**config.mk**
```make
export PLATFORM = sky130hd
export DESIGN_NAME = rr_output_port_allocator_flat
export DESIGN_NICKNAME = d
export VERILOG_FILES = /design/src/rtl/rr_output_port_allocator_if.sv /design/src/rtl/rr_output_port_allocator.sv /design/src/flat_wrapper.sv
export SDC_FILE = /design/constraint.sdc
export NUM_CORES = 1
export LEC_CHECK = 0
export BUFFER_PORTS_ARGS = -buffer_cell sky130_fd_sc_hd__buf_2
export CAP_MARGIN = 5
export CORE_MARGIN = 1.5
export CORE_UTILIZATION = 55
export DETAILED_ROUTE_END_ITERATION = 16
export GPL_ROUTABILITY_DRIVEN = 0
export PLACE_DENSITY_LB_ADDON = 0.3
export SKIP_LAST_GASP = 1
export SLEW_MARGIN = 10
export SYNTH_ARGS = -nofsm -noshare
export SYNTH_HDL_FRONTEND = slang
export SYNTH_SLANG_ARGS = --single-unit
```
**constraint.sdc**
```tcl
create_clock -name clk -period 7.95 [get_ports clk]
set_input_delay 1.1925 -clock clk [delete_from_list [all_inputs] [get_ports clk]]
set_output_delay 1.1925 -clock clk [all_outputs]
set_load 0.05 [all_outputs]
```
**src/rtl/rr_output_port_allocator_if.sv**
```systemverilog
// Request/grant/credit bundle between input-buffer read logic and one output-port allocator.
// master: input-port side driving requests and transfer strobes; slave: the allocator.
interface rr_output_port_allocator_if #(
   parameter int N      = 5,
   parameter int IDX_W  = 3,
   parameter int CRED_W = 3
);
   logic [N-1:0]      req;
   logic              flit_sent;
   logic              tail_sent;
   logic              credit_in;
   logic [N-1:0]      gnt;
   logic [IDX_W-1:0]  gnt_idx;
   logic              send_ok;
   logic [CRED_W-1:0] credits;
   logic              stall_err;

   modport master (
      output req, flit_sent, tail_sent, credit_in,
      input  gnt, gnt_idx, send_ok, credits, stall_err
   );

   modport slave (
      input  req, flit_sent, tail_sent, credit_in,
      output gnt, gnt_idx, send_ok, credits, stall_err
   );
endinterface

```
**src/rtl/rr_output_port_allocator.sv**
```systemverilog
// Round-robin packet-locking allocator for one router output port with downstream credit tracking.
// Optional stall watchdog enabled by defining ARB_STALL_WDOG_EN.
module rr_output_port_allocator #(
   parameter int N        = 5,
   parameter int IDX_W    = 3,
   parameter int CREDITS  = 4,
   parameter int CRED_W   = 3,
   parameter int MAX_HOLD = 16
) (
   input logic clk,
   input logic rst,
   rr_output_port_allocator_if.slave port
);

   typedef enum logic {IDLE, LOCK} state_t;

   if ((1 << IDX_W) < N || CREDITS >= (1 << CRED_W) || CREDITS < 1 || MAX_HOLD < 1) begin : g_param_chk
      $error("rr_output_port_allocator: inconsistent parameters");
   end

   state_t            state, state_nxt;
   logic [N-1:0]      gnt_r, gnt_nxt;
   logic [IDX_W-1:0]  idx_r, idx_nxt;
   logic [IDX_W-1:0]  ptr, ptr_nxt;
   logic [CRED_W-1:0] cred_r, cred_nxt;
   logic              pick_vld;
   logic [IDX_W-1:0]  pick_idx;
   logic [IDX_W-1:0]  cand;
   logic              send_ok;
   logic              xfer;
   logic              release_lock;

   assign send_ok      = (state == LOCK) && (cred_r != '0);
   assign xfer         = port.flit_sent && send_ok;
   assign release_lock = (xfer && port.tail_sent) || !port.req[idx_r];

   // Rotating-priority scan: first requester at or after ptr, wrapping mod N.
   always_comb begin
      pick_vld = 1'b0;
      pick_idx = '0;
      cand     = '0;
      for (int k = 0; k < N; k++) begin
         cand = IDX_W'((int'(ptr) + k) % N);
         if (!pick_vld && port.req[cand]) begin
            pick_vld = 1'b1;
            pick_idx = cand;
         end
      end
   end

   always_comb begin
      state_nxt = state;
      gnt_nxt   = gnt_r;
      idx_nxt   = idx_r;
      ptr_nxt   = ptr;
      case (state)
         IDLE: begin
            if (pick_vld) begin
               state_nxt         = LOCK;
               gnt_nxt           = '0;
               gnt_nxt[pick_idx] = 1'b1;
               idx_nxt           = pick_idx;
            end
         end
         LOCK: begin
            if (release_lock) begin
               state_nxt = IDLE;
               gnt_nxt   = '0;
               ptr_nxt   = (idx_r == IDX_W'(N - 1)) ? '0 : idx_r + 1'b1;
            end
         end
         default: state_nxt = IDLE;
      endcase
   end

   // Simultaneous send and return cancel; returns beyond CREDITS are dropped.
   always_comb begin
      cred_nxt = cred_r;
      if (xfer && !port.credit_in)
         cred_nxt = cred_r - 1'b1;
      else if (port.credit_in && !xfer && cred_r != CRED_W'(CREDITS))
         cred_nxt = cred_r + 1'b1;
   end

   always_ff @(posedge clk) begin
      if (rst) begin
         state  <= IDLE;
         gnt_r  <= '0;
         idx_r  <= '0;
         ptr    <= '0;
         cred_r <= CRED_W'(CREDITS);
      end else begin
         state  <= state_nxt;
         gnt_r  <= gnt_nxt;
         idx_r  <= idx_nxt;
         ptr    <= ptr_nxt;
         cred_r <= cred_nxt;
      end
   end

   assign port.gnt     = gnt_r;
   assign port.gnt_idx = idx_r;
   assign port.send_ok = send_ok;
   assign port.credits = cred_r;

`ifdef ARB_STALL_WDOG_EN
   localparam int WD_W = $clog2(MAX_HOLD + 1);

   logic [WD_W-1:0] wd_cnt;
   logic            stall_r;
   logic            stall_cond;

   assign stall_cond = (state == LOCK) && (cred_r == '0);

   // Flag rises on the edge where the count reaches MAX_HOLD; the lock itself is left alone.
   always_ff @(posedge clk) begin
      if (rst) begin
         wd_cnt  <= '0;
         stall_r <= 1'b0;
      end else if (!stall_cond) begin
         wd_cnt <= '0;
      end else begin
         if (wd_cnt != WD_W'(MAX_HOLD))
            wd_cnt <= wd_cnt + 1'b1;
         if (wd_cnt == WD_W'(MAX_HOLD - 1))
            stall_r <= 1'b1;
      end
   end

   assign port.stall_err = stall_r;
`else
   assign port.stall_err = 1'b0;
`endif

endmodule

```
**src/flat_wrapper.sv**
```systemverilog
// flat-port wrapper written by rule: the top's interface ports become plain ports
module rr_output_port_allocator_flat 
#(
   parameter int N        = 5,
   parameter int IDX_W    = 3,
   parameter int CREDITS  = 4,
   parameter int CRED_W   = 3,
   parameter int MAX_HOLD = 16
)
  (clk, rst, port_req, port_flit_sent, port_tail_sent, port_credit_in, port_gnt, port_gnt_idx, port_send_ok, port_credits, port_stall_err);
  rr_output_port_allocator_if #(.N(N), .IDX_W(IDX_W), .CRED_W(CRED_W)) port_i ();
  input logic clk;
  input logic rst;
  input wire logic [$bits(port_i.req)-1:0] port_req;
  input wire logic [$bits(port_i.flit_sent)-1:0] port_flit_sent;
  input wire logic [$bits(port_i.tail_sent)-1:0] port_tail_sent;
  input wire logic [$bits(port_i.credit_in)-1:0] port_credit_in;
  output wire logic [$bits(port_i.gnt)-1:0] port_gnt;
  output wire logic [$bits(port_i.gnt_idx)-1:0] port_gnt_idx;
  output wire logic [$bits(port_i.send_ok)-1:0] port_send_ok;
  output wire logic [$bits(port_i.credits)-1:0] port_credits;
  output wire logic [$bits(port_i.stall_err)-1:0] port_stall_err;
  assign port_i.req = port_req;
  assign port_i.flit_sent = port_flit_sent;
  assign port_i.tail_sent = port_tail_sent;
  assign port_i.credit_in = port_credit_in;
  assign port_gnt = port_i.gnt;
  assign port_gnt_idx = port_i.gnt_idx;
  assign port_send_ok = port_i.send_ok;
  assign port_credits = port_i.credits;
  assign port_stall_err = port_i.stall_err;
  rr_output_port_allocator #(.N(N), .IDX_W(IDX_W), .CREDITS(CREDITS), .CRED_W(CRED_W), .MAX_HOLD(MAX_HOLD)) u_core (.clk(clk), .rst(rst), .port(port_i));
endmodule
```
Word-level counts from Yosys, hierarchy flattened:

Cells that the tools add are included.

* register bits: 15
* input port bits: 10
* output and inout port bits: 13
* logic and storage cells: 87

* add/subtract/negate cells: 7
* divide/modulo/power cells: 5
* $lt $le $gt $ge: 8
* eq/ne operators: 4
* muxes and demuxes: 33
* bitwise logic cells: 1
* reduce and logical (&&, ||, !) cells: 24

Operator list (count)
* $mod 32x4->32 const B: 4
* $mod 4x4->32 const B: 1
* $lt 3x4->1 const B: 7
* $mux 3: 8
* $bmux 1 s3: 6
* $mux 1: 14
* $logic_and 1x1->1: 11
* $mux 5: 2
* $pmux 5 s2: 1
* $add 3x2->4 const B: 2
* $logic_not 1->1: 7
* $add 3x1->3 const B: 2
* $reduce_and 2->1: 3
* $add 3x1->4 const B: 1
* $add 3x3->4 const B: 1
* $demux 1 s3: 1
* $eq 3x3->1 const B: 1
* $ge 3x1->1 const B: 1
* $ne 3x3->1 const B: 1
* $reduce_bool 3->1: 1
* $sub 3x1->3 const B: 1
* $ne 2x1->1 const B: 1
* $ne 2x2->1 const B: 1
* $pmux 1 s2: 1
* other kinds (3): 3

Logic depth before layout (Yosys ltp):

* word-level depth: 22
* mapped depth: 19
* depth with buffers taken out: 18

Worst setup path before layout:

OpenSTA, ideal clock, no wires.

* path type: reg2reg
* start: register u_core.ptr[1]
* end: register u_core.gnt_r[3], in the netlist u_core.port.gnt[3]
* setup time: 0.117 ns
* arrival: 4.117 ns
* required time: 7.833 ns
* path slack: 3.716 ns
* stages on the path, launching flop included: 20
* buffers on the path: 1
* period minus slack after synthesis: 4.234 ns
* path through: dfxtp_1 > clkbuf_1 > inv_1 > ha_1 > xnor2_2 > inv_2 > ha_1 > or2_2 > o211ai_1 > nand2_1 > ha_1 > nand2b_1 > o2111ai_1 > o211a_2 > mux2i_1 > nand2b_1 > and3_1 > o211ai_1 > and4_1 > a32o_1

* word-level cells in the longest chain between the ends: 22
* elaborated cells between the ends (all ways): 46

Ends and longest elaborated chain
* start, declared: line rr_output_port_allocator.sv:24 `logic [IDX_W-1:0] ptr, ptr_nxt;`
* start signal, assigned: line rr_output_port_allocator.sv:96 `ptr <= ptr_nxt;`
* branches (longest 22 deep; another with $mod 32x4->32)
* end signal, assigned: line rr_output_port_allocator.sv:94 `gnt_r <= gnt_nxt;`
* end, declared: line rr_output_port_allocator.sv:22 `logic [N-1:0] gnt_r, gnt_nxt;`

Several ways; the timed one is not identified. The select of a mux whose other input is x is not followed.
A chain may end at the register's enable or synchronous reset.

Worst setup path in the final report:

Same ends and word-level chain as after synthesis.

==> out/metrics.cfg <==
[final_layout]
multi_input_area_um2=2030
regArea_um2=300
fin_util_pct=60.5
fillerInstances=423
area_growth_pct=5.92
drive_above_1_share_pct=13.6
final_nets=372
final_cells=389
antenna_cells=0

[sta]
fin_tns_setup_ns=0
min_period_ns=4.89
fin_crit_sh_pct=61.5
rsz0062_at_grt=false
hold_violations=0
setup_viol=0
tightest_slew_ns=0.912
max_freq_mhz=205
finalMaxSlewViolations=0
max_slew_margin_pct=38.8
fin_skew_ns=0.00327

[synthesis]
synth_top_flop_cell=dfxtp_1
synth_edf_count=0
syn-mean-instance-area_um2=7.56
synth_nets=361
ys_ff_latch=15
synth_area_um2=2470
ys_types=75
ys_seq_area_share_pct=12.2
ys.warnings.count=0
synth_cells=327
ys_async_sr_fraction_pct=0

[setup_path]
path_max_fanout=18
start_kind=flop
required_ns=8.10
arrival_ns=5.03
endpoint_kind=flop
r2r_cells=17
path_class=reg2reg

[floorplan]
fp.dieArea_um2=4900
die_w_um=70.0
ios=23
fp.coreArea_um2=4320
rows=24
start_util_pct=57.1
die_y_um=70.0

[clocking]
cts-resized-gates=0
cts_hold_buf=0
post-cts-setup-buffer-count=0
cts.sinks=15
root_buffer=clkbuf_8
cts.htree.levels=1
numCtsBuffers=3
clk_path_buf_depth=2
path_clk_slew_ns=0.06
clk_latency_ns=0.26
cts_tree=done

[routing]
vias=2422
drc=0
drtPass1Iterations=4
drtIter0Drc=165
wl_um=6010
routedWlPerCell_um=15.5
via_per_inst=6.23
antenna_left=0

[global_route]
grt_use_total_pct=26.0
grt.busiest_layer=met2
use_met1_pct=35.4
grt_pass1_vias=2314
gr-total-overflow=0
grt_start_max_net_pins=32
antenna_found_initial=0
use_met3_pct=2.89
grt_pass1_wl_um=10700
grt.met2_usage_pct=43.1

[min_path]
min_path_type=reg2reg
hold_depth=2

[place]
numPlacedInstances=385
portBuffers=21
hpwl_um=4530

[status]
outcome=completed

[pwr]
peakVddDrop_v=0.000219
total_power_mw=0.963
p_leak_nw=1.08
p_per_area_nw_per_um2=368

[run]
cap_violations=0

-- cells in the mapped netlist (all sizes together), types with 3 or more instances --
library cell	count	area (um^2)
clkbuf	9	33.8
dfxtp	15	300
inv	18	67.6
mux2i	11	110
o211ai	5	37.5
and3	3	18.8
nand4	3	18.8
xnor2	9	86.3
a221oi	4	35.0
a32o	4	40.0
a31oi	3	18.8
or3	3	18.8
ha	22	275
a21oi	25	125
nor4	5	31.3
or2	4	25.0
a22o	3	26.3
mux2	3	33.8
buf	7	43.8
nor3	7	40.0
and2	4	25.0
a211oi	6	50.1
o21ai	11	58.8
nand2b	14	87.6
nor2	21	78.8
o31ai	4	30.0
a21o	3	22.5
nand3	9	45.0
nor3b	5	42.5
nor2b	7	43.8
o21bai	4	30.0
nand2	36	138
-- power breakdown --
part	internal [mW]	switching (mW)	leakage (nW)	total, mW
sequential	0.0968	0.0317	0.123	0.128
combinational	0.299	0.472	0.927	0.771
clock	0.0348	0.0287	0.0255	0.0636
-- final cells by class --
cell class | count | area share [%]
inverters | 18 | 2.58
well taps | 52 | 2.49
multi-input cells | 278 | 77.4
repair buffers | 22 | 4.30
flip-flops and latches | 15 | 11.5
clock inverters | 1 | 0.191
clock buffers | 3 | 1.58
-- sequential cells by signal (all words and copies together) (netlist names) --
| name | flops |
|---|---|
| u_core.port.gnt_idx | 3 |
| u_core.port.gnt | 5 |
| u_core.port.credits | 3 |
| u_core.state | 1 |
| u_core.ptr | 3 |
-- metal layers --
metal,routed length (um),share of wire (%)
met3,221,3.7
met4,87,1.4
met5,0,0
met1,2840,47
met2,2870,48
-- critical path, cell delays in order (launching register included) --
cell       delay, ns
dfxtp_1         0.62
inv_1           0.30
ha_1            0.67
inv_1           0.21
ha_1            0.27
or2_2           0.31
o211ai_1        0.21
nand2_1         0.15
ha_1            0.20
nand2b_1        0.15
o2111ai_1       0.11
o211a_2         0.30
mux2i_1         0.22
nand2b_1        0.17
and3_1          0.24
o211ai_1        0.13
and4_1          0.26
a32o_1          0.25
-- placed cells by master, fill, tap and decap left out, types with 4 or more instances in the layout --
cell	instances
nand2_1	35
mux2i_1	11
a221oi_1	4
xnor2_1	8
nand2b_1	14
o21bai_1	4
o31ai_1	4
a32o_1	4
nor2b_1	7
nor3b_1	4
nor4_1	5
and2_1	4
o21ai_0	9
o211ai_1	5
ha_1	22
buf_2	21
nand3_1	9
dfxtp_1	15
inv_1	15
a211oi_1	5
nor3_1	6
a21oi_1	25
nor2_1	21
-- through the flow --
stage | cell area [um^2] | hold WS (ns) | worst slack [ns]
after floorplan | 2470 | 0.535 | 3.72
after global placement | 2570 | 0.453 | 3.22
after detailed placement | 2570 | 0.452 | 3.12
after CTS | 2620 | 0.472 | 3.08
after global routing | 2620 | 0.496 | 2.52
final | 2620 | 0.475 | 3.06
-- path summary, 6_finish.rpt --
path,endpoint,startpoint,slack (ns)
hold / removal,u_core.port.gnt[0]$_SDFFE_PP0P_,u_core.port.gnt[0]$_SDFFE_PP0P_,0.48
setup reg to reg,u_core.port.gnt[3]$_SDFFE_PP0P_,u_core.ptr[1]$_SDFFE_PP0P_,3.06
hold reg to reg,u_core.port.gnt[0]$_SDFFE_PP0P_,u_core.port.gnt[0]$_SDFFE_PP0P_,0.48
setup / recovery,u_core.port.gnt[3]$_SDFFE_PP0P_,u_core.ptr[1]$_SDFFE_PP0P_,3.06
-- kinds of logic after synthesis --
logic type,Yosys count,synth area share (%)
buffers and inverters,34,5.87
AND/OR/NAND/NOR,129,27.8
flip-flops,15,12.2
AO/OA/AOI/OAI,98,29.5
XOR/XNOR,10,4.15
other,1,0.152
adder cells (fa/ha/maj),24,12.8
multiplexers,16,7.65
No activity file was read; power rests on OpenSTA's default activity.
